### config.mk
export PLATFORM = sky130hd
export DESIGN_NAME = apb_master_bridge
export DESIGN_NICKNAME = d
export VERILOG_FILES = /design/src/rtl/apb_pkg.sv /design/src/rtl/apb_slave_mux.sv /design/src/rtl/apb_master_bridge.sv
export SDC_FILE = /design/constraint.sdc
export NUM_CORES = 1
export LEC_CHECK = 0
export ABC_AREA = 0
export CELL_PAD_IN_SITES_DETAIL_PLACEMENT = 0
export CELL_PAD_IN_SITES_GLOBAL_PLACEMENT = 2
export CORE_MARGIN = 1
export CORE_UTILIZATION = 21
export CTS_BUF_LIST = sky130_fd_sc_hd__clkbuf_8
export DETAILED_ROUTE_END_ITERATION = 12
export PLACE_DENSITY_LB_ADDON = 0.1
export SLEW_MARGIN = 20
export SYNTH_ARGS = -nofsm -noshare
export SYNTH_HDL_FRONTEND = slang
export SYNTH_SLANG_ARGS = --single-unit
### constraint.sdc
create_clock -name io_apb_PCLK -period 5.9 [get_ports io_apb_PCLK]
set_input_delay 1.77 -clock io_apb_PCLK [delete_from_list [all_inputs] [get_ports io_apb_PCLK]]
set_output_delay 1.77 -clock io_apb_PCLK [all_outputs]
set_load 0.01 [all_outputs]
### src/rtl/apb_pkg.sv
// apb_pkg: shared types and constants for the APB master bridge.
//   apb_state_t   - bridge FSM states
//   APB_DATA_W    - APB data bus width
//   APB_IDX_W     - slave index width
//   APB_ERR_RDATA - read data returned on any error
package apb_pkg;
   typedef enum logic [1:0] {IDLE, SETUP, ACCESS, RESP} apb_state_t;
   localparam int APB_DATA_W = 32;
   localparam int APB_IDX_W = 4;
   localparam logic [APB_DATA_W-1:0] APB_ERR_RDATA = 32'h0;
endpackage

### src/rtl/apb_slave_mux.sv
// apb_slave_mux: picks the selected slave's PREADY, PRDATA and PSLVERROR.
//   i_idx     - registered slave index
//   i_pready  - per-slave ready
//   i_prdata  - per-slave read data, slave i at [32i+31:32i]
//   i_pslverr - per-slave error
//   o_*       - the selected slave's signals (all 0 if the index is unmapped)
module apb_slave_mux
   import apb_pkg::*;
#(
   parameter int NUM_SLAVES = 8
) (
   input  logic [APB_IDX_W-1:0]             i_idx,
   input  logic [NUM_SLAVES-1:0]            i_pready,
   input  logic [NUM_SLAVES*APB_DATA_W-1:0] i_prdata,
   input  logic [NUM_SLAVES-1:0]            i_pslverr,
   output logic                             o_pready,
   output logic [APB_DATA_W-1:0]            o_prdata,
   output logic                             o_pslverr
);
   always_comb begin
      o_pready = 1'b0;
      o_prdata = '0;
      o_pslverr = 1'b0;
      for (int i = 0; i < NUM_SLAVES; i++)
         if (int'(i_idx) == i) begin
            o_pready = i_pready[i];
            o_prdata = i_prdata[i*APB_DATA_W +: APB_DATA_W];
            o_pslverr = i_pslverr[i];
         end
   end
endmodule

### src/rtl/apb_master_bridge.sv
// apb_master_bridge: valid/ready command port to a single-initiator APB bus.
//   io_apb_PCLK/io_apb_PRESET - clock, async active-high reset
//   cmd_*                     - command request (write, addr, wdata)
//   rsp_*                     - held response (rdata, error)
//   io_apb_P*                 - APB master signals, one-hot PSEL per slave
module apb_master_bridge
   import apb_pkg::*;
#(
   parameter int NUM_SLAVES = 8,
   parameter int SLAVE_ADDR_BITS = 12,
   parameter int ADDR_WIDTH = 16,
   parameter int TIMEOUT = 255
) (
   input  logic                             io_apb_PCLK,
   input  logic                             io_apb_PRESET,
   input  logic                             cmd_valid,
   output logic                             cmd_ready,
   input  logic                             cmd_write,
   input  logic [ADDR_WIDTH-1:0]            cmd_addr,
   input  logic [APB_DATA_W-1:0]            cmd_wdata,
   output logic                             rsp_valid,
   input  logic                             rsp_ready,
   output logic [APB_DATA_W-1:0]            rsp_rdata,
   output logic                             rsp_error,
   output logic [SLAVE_ADDR_BITS-1:0]       io_apb_PADDR,
   output logic [NUM_SLAVES-1:0]            io_apb_PSEL,
   output logic                             io_apb_PENABLE,
   output logic                             io_apb_PWRITE,
   output logic [APB_DATA_W-1:0]            io_apb_PWDATA,
   input  logic [NUM_SLAVES-1:0]            io_apb_PREADY,
   input  logic [NUM_SLAVES*APB_DATA_W-1:0] io_apb_PRDATA,
   input  logic [NUM_SLAVES-1:0]            io_apb_PSLVERROR
);
   localparam int CNT_W = (TIMEOUT > 1) ? $clog2(TIMEOUT + 1) : 1;
   apb_state_t r_state, w_next;
   logic r_live, r_write, r_error;
   logic [SLAVE_ADDR_BITS-1:0] r_addr;
   logic [APB_DATA_W-1:0] r_wdata, r_rdata, w_rdata;
   logic [APB_IDX_W-1:0] r_idx, w_cmd_idx;
   logic [CNT_W-1:0] r_cnt;
   logic w_ready, w_err, w_unmapped, w_tmo, w_accept, w_done;
   logic [NUM_SLAVES-1:0] w_sel;
   assign w_cmd_idx = cmd_addr[ADDR_WIDTH-1:SLAVE_ADDR_BITS];
   assign w_unmapped = int'(w_cmd_idx) >= NUM_SLAVES;
   assign w_sel = NUM_SLAVES'(1) << r_idx;
   // r_cnt holds the number of ACCESS cycles already spent waiting, so the
   // last permitted wait cycle is the one where it equals TIMEOUT-1
   assign w_tmo = (TIMEOUT != 0) && (int'(r_cnt) == TIMEOUT - 1);
   assign w_accept = r_state == IDLE && r_live && cmd_valid;
   assign w_done = r_state == ACCESS && (w_ready || w_tmo);
   assign io_apb_PADDR = r_addr;
   assign io_apb_PWRITE = r_write;
   assign io_apb_PWDATA = r_wdata;
   assign rsp_rdata = r_rdata;
   assign rsp_error = r_error;
   apb_slave_mux #(.NUM_SLAVES(NUM_SLAVES)) u_mux (
      .i_idx(r_idx),
      .i_pready(io_apb_PREADY),
      .i_prdata(io_apb_PRDATA),
      .i_pslverr(io_apb_PSLVERROR),
      .o_pready(w_ready),
      .o_prdata(w_rdata),
      .o_pslverr(w_err)
   );
   always_ff @(posedge io_apb_PCLK or posedge io_apb_PRESET)
      if (io_apb_PRESET) r_state <= IDLE;
      else r_state <= w_next;
   always_comb begin
      w_next = r_state;
      cmd_ready = 1'b0;
      rsp_valid = 1'b0;
      io_apb_PSEL = '0;
      io_apb_PENABLE = 1'b0;
      unique case (r_state)
         IDLE: begin
            cmd_ready = r_live;
            if (w_accept) w_next = w_unmapped ? RESP : SETUP;
         end
         SETUP: begin
            io_apb_PSEL = w_sel;
            w_next = ACCESS;
         end
         ACCESS: begin
            io_apb_PSEL = w_sel;
            io_apb_PENABLE = 1'b1;
            if (w_ready || w_tmo) w_next = RESP;
         end
         RESP: begin
            rsp_valid = 1'b1;
            if (rsp_ready) w_next = IDLE;
         end
      endcase
   end
   // r_live keeps cmd_ready low until the first edge after reset release
   always_ff @(posedge io_apb_PCLK or posedge io_apb_PRESET)
      if (io_apb_PRESET) begin
         r_live <= 1'b0;
         r_write <= 1'b0;
         r_addr <= '0;
         r_wdata <= '0;
         r_idx <= '0;
         r_rdata <= '0;
         r_error <= 1'b0;
         r_cnt <= '0;
      end else begin
         r_live <= 1'b1;
         r_cnt <= (r_state == ACCESS) ? r_cnt + 1'b1 : '0;
         if (w_accept) begin
            r_write <= cmd_write;
            r_addr <= cmd_addr[SLAVE_ADDR_BITS-1:0];
            r_wdata <= cmd_wdata;
            r_idx <= w_cmd_idx;
            r_error <= w_unmapped;
            r_rdata <= APB_ERR_RDATA;
         end
         // a PREADY in the final wait cycle takes precedence over the timeout
         if (w_done) begin
            r_error <= w_ready ? w_err : 1'b1;
            r_rdata <= (w_ready && !r_write && !w_err) ? w_rdata : APB_ERR_RDATA;
         end
      end
endmodule

After elaboration in Yosys (flattened, before gate mapping)
Index checks and enable logic that the tools add are counted.

word-level totals
  register bits after elaboration = 93
  input bits = 325
  output and inout bits = 89

operators by class
  add/sub/neg operators = 1
  magnitude comparators = 1
  eq/ne operators = 14
  shifts and indexed selects = 1
  mux-type cells = 40
  reductions and logical operators = 13

operators by type and width
  kind                                                                   count
  32-bit two-way mux                                                     11
  1-bit two-way mux                                                      22
  4-bit equality test, second input constant                             4
  8-bit two-way mux                                                      2
  8-bit by 1-bit adder with 8-bit output, second input constant          1
  4-bit by 3-bit equality test with 1-bit output, second input constant  2
  8-bit by 2-bit equality test with 1-bit output, second input constant  1
  2-bit two-way mux                                                      4
  2-bit one-hot mux with 4 select lines                                  1
  1-bit by 4-bit << shifter with 8-bit output, first input constant      1
  2-bit != test, second input constant                                   3
  1-bit logical AND                                                      5
  2-bit equality test, second input constant                             2
  4-bit by 2-bit equality test with 1-bit output, second input constant  1
  4-bit greater-or-equal comparator, second input constant               1
  4-bit logical NOT                                                      1
  3-bit AND reduction                                                    1
  2-bit by 1-bit equality test with 1-bit output, second input constant  1
  1-bit logical NOT                                                      2
  2-bit logical NOT                                                      1
  2-bit nonzero test                                                     1
  2-bit OR reduction                                                     1
  1-bit logical OR                                                       1

Longest topological paths before layout
Gate-level depths: netlist of run 1.

  depth in word-level cells = 13
  mapped depth = 9
  gate-level depth less buffers = 8

Modules after synthesis
From an unflattened synthesis of run 1, not the netlist that was laid out.

second synthesis, totals
  cells, all modules = 655
  area, all modules = 6298.5 µm²

by module, submodules not included
  module             instances  cells each  area each (µm²)
  apb_master_bridge  1          356         3701.0
  apb_slave_mux      1          299         2597.5

Worst setup path before layout of run 1
Ideal clock, no wire load.

  kind = flip-flop to output port
  start point = register r_idx[3]
  end point = output io_apb_PSEL[7]
  arrival time = 1.620 ns
  setup slack = 2.510 ns
  cell stages (with the launch flop) = 7
  path buffers = 3
  cells stage by stage = dfrtp_1 > buf_2 > nand2b_1 > nor2_1 > buf_2 > buf_1 > and2_1

on the way
  word-level cells in the longest chain between the ends = 2

ends and longest elaborated chain
  what                                         RTL line                  source
  start, declared                              apb_master_bridge.sv:39   logic [APB_IDX_W-1:0] r_idx, w_cmd_idx;
  start signal, assigned                       apb_master_bridge.sv:112  r_idx <= w_cmd_idx;
  1-bit by 4-bit << shifter with 8-bit output  apb_master_bridge.sv:45   assign w_sel = NUM_SLAVES'(1) << r_idx;
  8-bit two-way mux                            apb_master_bridge.sv:74   unique case (r_state)
  end, declared                                apb_master_bridge.sv:26   output logic [NUM_SLAVES-1:0] io_apb_PSEL,

No other way between the ends.

Worst setup path after layout of run 1
  start point = register r_idx[0]
  end point = output io_apb_PSEL[1]

Same word-level chain as after synthesis.

==> key figures, run 1 <==
Status
  • Status: completed

STA
  • Worst Skew: 0.0158 ns
  • Tmin final: around 4.3 ns
  • RSZ-0062 raised after global routing: false
  • Relative slew slack: 38.2%
  • Max Fclk: 231 MHz
  • Slew Viols, Final: 0
  • Fin. Hold Viols: 0
  • Worst-margin pin slew: 0.928 ns
  • Setup TNS: 0 ns
  • Final setup violation count: 0
  • Period utilization: 73.2%

Logic synthesis
  • Unique masters post-synth: 52
  • Share of flip-flops with an asynchronous set or reset: 100%
  • Seq/Total Area, Yosys: 39.8%
  • Syn Nets: just under 900
  • Synthesized area: 0.00585 mm²
  • Yosys warning count: 0
  • Post-synth top area cell: dfrtp_1
  • Yosys reg bits: 93
  • Cell count after synthesis: ~560
  • Largest cells by area after synthesis: dfrtp_1, mux2_2, a32o_1
  • Yosys top cell area share: 39.8%
  • Post-synth top cells: dfrtp_1, mux2_2, o21ai_0
  • Average size of a mapped cell: around 10 µm²
  • EDFF count, synth: 0
  • Top_reg_cell synth: dfrtp_1
  • Count leader, synth: dfrtp_1

Worst hold path
  • Hold Path Stages: 1
  • Hold Crit Endpoint: io_apb_PADDR[4]
  • Critical hold path startpoint: io_apb_PADDR[4]
  • Hold crit path type: register to register

Final layout
  • Fillers: roughly 2800
  • Register area: 0.00233 mm²
  • P&R area growth vs syn: 80.1%
  • Layout cell share with drive strength beyond 1: 11.2%
  • Fin nets: 1281
  • Multi-input logic area: 0.00324 mm²

Global routing
  • Grt ovf: 0
  • Vias in the first global route: 6540
  • Gr usage total: ~21%
  • First-pass GRT wire length: 43500 µm
  • Initial antenna violation count: 5
  • Largest net degree at the start of global routing: between 70 and 80

Route
  • Final antenna-violating net count: 0
  • Routed vias: 6257
  • Uppermost layer routed: met5
  • Avg WL per Cell: 22.5 µm
  • Vias per cell: 4.70
  • Met3 WL: 2310 µm
  • Final WL: 29900 µm
  • Wl on met1: around 13000 µm
  • Residual DRC: 0
  • Initial DRC count: 366
  • DR pass1 iterations: 4
  • WL met2: roughly 14000 µm

Floorplanning
  • Die Wd: approximately 170 µm
  • Core Region: 0.0272 mm²
  • Die area: 0.0285 mm²
  • Total I/O pin count: between 400 and 500
  • Std-Cell Rows: 60
  • Initial core utilization: a little over a fifth
  • Die Ht: 169 µm

CTS
  • H-tree depth: 3
  • Clock-pin slew on the worst setup and hold paths: 0.11 ns
  • Post-CTS Hold Fix Bufs: 0
  • Longest Clk Path Bufs: 2
  • Resize count post-CTS: 0
  • TritonCTS clock tree: built
  • Clock Latency Late Sink: between 0.3 and 0.4 ns
  • CTS buffer count: 9
  • Clk root buf: clkbuf_8
  • Post-CTS Setup Bufs: 0
  • Sink Count: 93

Pwr
  • Pwr Total: 4.34 mW
  • Max rail drop VDD: 0.234 mV
  • Power per cell area: 412 mW/mm²
  • Lkg Pwr: ~4.1 nW

Critical path
  • CP Class: register to output port
  • Critical Path Source Type: register
  • Worst R2R End: rsp_rdata[25]
  • Critical Path AT: 2.55 ns
  • Crit-path max FO: 38
  • Reg2reg setup slack: 2.27 ns
  • CP endpoint kind: output port
  • FF-to-FF path depth: 8
  • WP data required: 4.13 ns
  • Reg-to-reg startpoint: r_idx[0]

Job
  • Max_cap viols: 0

Placement
  • Post-DP HPWL: between 20000 and 25000 µm
  • Final RePlAce weighted congestion: ~0.80
  • Port bufs: 413
==> per-layer routing <==
layer	GRT usage, %	vias up
met1	26.7	3047
met2	33.8	232
met4	5.45	2
met3	5.80	23
met5	0	-
li1	-	2953
==> worst max-delay path by stage <==
stage / start / endpoint / slack (ns) / cells past startpoint
floorplan: io_apb_PRESET / io_apb_PADDR[0] / 1.71 / 1
global placement: io_apb_PREADY[3] / rsp_rdata[8] / 1.56 / 8
detailed placement: io_apb_PREADY[3] / rsp_rdata[3] / 1.51 / 8
CTS: r_idx[0] / io_apb_PSEL[1] / 1.53 / 4
global route: r_idx[0] / io_apb_PSEL[1] / 1.39 / 4
finish: r_idx[0] / io_apb_PSEL[1] / 1.58 / 4
==> per-stage QoR <==
| stage | instance area, µm² | utilization, % | hold slack (ns) | setup slack (ns) | std cells |
|---|---|---|---|---|---|
| CTS | 10500 | 38.7 | 0.517 | 1.53 | 1327 |
| detailed placement | 10300 | 38.0 | 0.492 | 1.51 | 1311 |
| global placement | 10300 | 38.0 | 0.486 | 1.56 | 1311 |
| floorplan | 5850 | - | 0.469 | 1.71 | 562 |
| global route | 10500 | 38.8 | 0.534 | 1.39 | 1331 |
| finish | 10500 | 38.8 | 0.511 | 1.58 | 1331 |
==> area by class of cell <==
cell class	instances	share of cell area, %
repair buffers	430	40.4
multi-input cells	406	30.8
flip-flops and latches	93	22.1
well taps	372	4.42
clock buffers	9	1.18
clock inverters	7	0.605
inverters	10	0.380
diodes	4	0.0950
==> critical path, cell delays in order, from the launching register on <==
cell	delay, ns
dfrtp_4	0.81
inv_2	0.37
nor2_1	0.22
and3_1	0.17
clkdlybuf4s50_1	0.58
==> kinds of logic (layout without fill, tap and decap cells) <==
family / Yosys count / in the layout / synth area share (%)
compound gates: 192 / 192 / 24.2
xor+xnor: 4 / 4 / 0.599
fa+ha+maj: 6 / 6 / 1.28
buf+inv: 63 / 456 / 5.24
flops: 93 / 93 / 39.8
mux: 91 / 91 / 19.6
other cells: 1 / 5 / 0.0641
simple gates: 112 / 112 / 9.22
==> cell usage in the layout (no fill, tap or decap), types with 14 or more instances in the layout <==
cell,Yosys,layout
mux2i_1,26,26
dfrtp_1,93,91
a21oi_1,30,30
clkdlybuf4s50_1,0,413
nand2_1,38,37
buf_4,7,17
mux2_2,51,51
o21ai_0,40,40
a221oi_1,22,22
a22oi_1,19,19
a32o_1,32,32
mux4_2,14,14
o22ai_1,14,14
nor2_1,24,23
==> sequential cells by signal (all words and copies together) (netlist names) <==
signal,cells
io_apb_PADDR,12
io_apb_PWDATA,32
io_apb_PWRITE,1
r_cnt,8
r_idx,4
r_live,1
r_state,2
rsp_error,1
rsp_rdata,32
==> power breakdown <==
| group | leakage [nW] | total [mW] | switching (mW) | internal [mW] |
|---|---|---|---|---|
| Clock | 0.0903 | 0.440 | 0.277 | 0.163 |
| Sequential | 1.18 | 1.14 | 0.231 | 0.912 |
| Combinational | 2.81 | 2.76 | 1.37 | 1.39 |
| Total | 4.08 | 4.34 | 1.87 | 2.47 |
(Power assumes the default switching activity.)
==> inputs of run 2 (changes only) <==
--- a/config.mk
+++ b/config.mk
@@ -9,7 +9,7 @@
 export CELL_PAD_IN_SITES_DETAIL_PLACEMENT = 0
 export CELL_PAD_IN_SITES_GLOBAL_PLACEMENT = 2
 export CORE_MARGIN = 1
-export CORE_UTILIZATION = 21
+export CORE_UTILIZATION = 20
 export CTS_BUF_LIST = sky130_fd_sc_hd__clkbuf_8
 export DETAILED_ROUTE_END_ITERATION = 12
 export PLACE_DENSITY_LB_ADDON = 0.1
==> constraint.sdc (replaced) <==
create_clock -name io_apb_PCLK -period 4.4 [get_ports io_apb_PCLK]
set_input_delay 1.32 -clock io_apb_PCLK [delete_from_list [all_inputs] [get_ports io_apb_PCLK]]
set_output_delay 1.32 -clock io_apb_PCLK [all_outputs]
set_load 0.01 [all_outputs]
==> run 2 against run 1 <==
Final cell count grew 0.90%; critical endpoint is now io_apb_PSEL[5]; power grew 34%; hold slack gained 0.0021 ns; clock power grew 46%; final area grew 0.53%; register-to-register slack lost 1.2 ns; critical path type unchanged; clock-buffer cell count is the same; non-clock buffer count grew 3; global-route usage shrank 1.1 points.
==> key figures, run 2 (synthesized netlist as in run 1, its figures left out) <==
CTS
  • CTS buffer count: 9 (unchanged)
  • Clk root buf: clkbuf_8 (unchanged)
  • Longest Clk Path Bufs: 2 (unchanged)
  • Sink Count: 93 (unchanged)
  • Clock Latency Late Sink: 0.38 ns (was 0.39 ns)
  • Post-CTS Setup Bufs: 0 (unchanged)
  • Clock-pin slew on the worst setup and hold paths: 0.10 ns (was 0.11 ns)
  • Resize count post-CTS: 0 (unchanged)
  • Post-CTS Hold Fix Bufs: 0 (unchanged)
  • H-tree depth: 3 (unchanged)
  • TritonCTS clock tree: built (unchanged)

Placement
  • Place WS: 0.846 ns (was 1.51 ns)
  • Port bufs: 413 (unchanged)
  • Post-DP HPWL: 23600 µm (was 23100 µm)
  • Final RePlAce weighted congestion: 0.800 (was 0.796)

Route
  • Final antenna-violating net count: 0 (unchanged)
  • Routed vias: 6334 (was 6257)
  • Final WL: 29900 µm (about the same)
  • Vias per cell: 4.72 (was 4.70)
  • Initial DRC count: 286 (was 366)
  • DR pass1 iterations: 5 (was 4)
  • Residual DRC: 0 (unchanged)
  • Avg WL per Cell: 22.3 µm (was 22.5 µm)

Critical path
  • Critical Path AT: 2.44 ns (was 2.55 ns)
  • FF-to-FF path depth: 8 (unchanged)
  • CP peak stage delay: 0.71 ns (was 0.81 ns)
  • Crit-path max FO: 28 (was 38)
  • Critical Path, Cell by Cell: nand2_1 > nor3_1 > buf_4 > and2_1 > clkdlybuf4s50_1 (was inv_2 > nor2_1 > and3_1 > clkdlybuf4s50_1)
  • Reg-to-reg startpoint: r_idx[0] (unchanged)
  • Critical Path Source Type: register (unchanged)
  • Worst R2R End: rsp_rdata[12] (was rsp_rdata[25])
  • CP Class: register to output port (unchanged)
  • Crit-path slowest cell: dfrtp_4 (unchanged)
  • Setup crit end: io_apb_PSEL[5] (was io_apb_PSEL[1])
  • Setup crit start: r_idx[0] (unchanged)
  • Reg2reg setup slack: 1.05 ns (was 2.27 ns)
  • CP endpoint kind: output port (unchanged)
  • WP data required: 3.08 ns (was 4.13 ns)

Pwr
  • Max rail drop VDD: 0.250 mV (was 0.234 mV)
  • Power per cell area: 551 mW/mm² (was 412 mW/mm²)
  • Lkg Pwr: 4.11 nW (was 4.08 nW)

Global routing
  • First-pass GRT wire length: 44100 µm (was 43500 µm)
  • Largest net degree at the start of global routing: 49 (was 71)
  • Vias in the first global route: 6756 (was 6540)
  • Initial antenna violation count: 1 (was 5)
  • Grt ovf: 0 (unchanged)
  • Gr usage total: 19.6% (was 20.7%)

STA
  • Worst Skew: 0.0144 ns (was 0.0158 ns)
  • RSZ-0062 raised after global routing: false (unchanged)
  • Final setup margin: 0.644 ns (was 1.58 ns)
  • Fin. Hold Viols: 0 (unchanged)
  • Final setup violation count: 0 (unchanged)
  • Relative slew slack: 38.5% (was 38.2%)
  • Setup TNS: 0 ns (unchanged)
  • Fin Hold WS: 0.513 ns (was 0.511 ns)
  • Tmin final: 3.76 ns
  • Period utilization: 85.4%
  • Slew Viols, Final: 0 (unchanged)
  • Max Fclk: around 270 MHz
  • Worst-margin pin slew: 0.918 ns (was 0.928 ns)

Final layout
  • Commonest non-fill, non-tap cells in the layout: clkdlybuf4s50_1, dfrtp_1, mux2_2 (unchanged)
  • Most common cell after layout, fill and taps aside: clkdlybuf4s50_1 (unchanged)
  • Register area: 0.00233 mm² (unchanged)
  • P&R area growth vs syn: 81.1% (was 80.1%)
  • Multi-input logic area: 0.00324 mm² (about the same)
  • Fillers: 2934 (was 2756)
  • Fin nets: 1284 (was 1281)
  • Layout cell share with drive strength beyond 1: 11.5% (was 11.2%)

Floorplanning
  • Total I/O pin count: 414 (unchanged)
  • Die area: 0.0299 mm² (was 0.0285 mm²)
  • Die Wd: 173 µm (was 169 µm)
  • Initial core utilization: 20.3% (was 21.5%)
  • Std-Cell Rows: 62 (was 60)
  • Core Region: 0.0288 mm² (was 0.0272 mm²)
  • Die Ht: 173 µm (was 169 µm)

Worst hold path
  • Critical hold path startpoint: io_apb_PWDATA[29] (was io_apb_PADDR[4])
  • Hold crit path type: register to register (unchanged)

Status
  • Status: completed (unchanged)

Job
  • Max_cap viols: 0 (unchanged)
run 2: power breakdown:
part | switching (mW) | internal (mW) | total (mW)
Clock | 0.367 | 0.276 | 0.642
Sequential | 0.319 | 1.22 | 1.54
Combinational | 1.78 | 1.88 | 3.65
run 2: area by class of cell:
type	instances	area share, %
multi-input cells	406	30.5
clock inverters	7	0.791
inverters	10	0.378
well taps	384	4.53
diodes	1	0.0236
flip-flops and latches	93	22.0
repair buffers	433	40.5
clock buffers	9	1.17
run 2: worst min path at each step:
stage | slack, ns | end | cells past startpoint
final | 0.51 | io_apb_PWDATA[29] | 1
after global routing | 0.54 | io_apb_PWDATA[23] | 1
after CTS | 0.52 | io_apb_PADDR[9] | 1
after detailed placement | 0.49 | io_apb_PADDR[8] | 1
after global placement | 0.49 | io_apb_PWDATA[30] | 1
after floorplan | 0.47 | r_cnt[0] | 1
run 2: per-layer routing:
layer  wire length, µm  part of all wire [%]  vias up  global-route usage [%]
met5                 0                     0        -                       0
met4               391                   1.3        0                    3.91
met3              2050                   6.9       20                    5.72
met2             14800                    49      228                    33.9
met1             12700                    42     3128                    24.0
li1                  -                     -     2958                       -
run 2: critical path: cells and delay by family (launching register included):
| kind | cells | cell delay (ns) |
|---|---|---|
| buffers and inverters | 2 | 0.79 |
| flip-flops | 1 | 0.71 |
| AND/OR/NAND/NOR | 3 | 0.54 |
run 2: metrics by stage:
stage	utilization (%)	std cells	total power, mW	cell area, µm²
final	36.8	1343	5.84	10600
after global routing	36.8	1343	6.28	10600
after CTS	36.8	1342	5.97	10600
after detailed placement	36.1	1326	5.28	10400
after global placement	36.1	1326	5.28	10400
after floorplan	-	562	3.49	5850
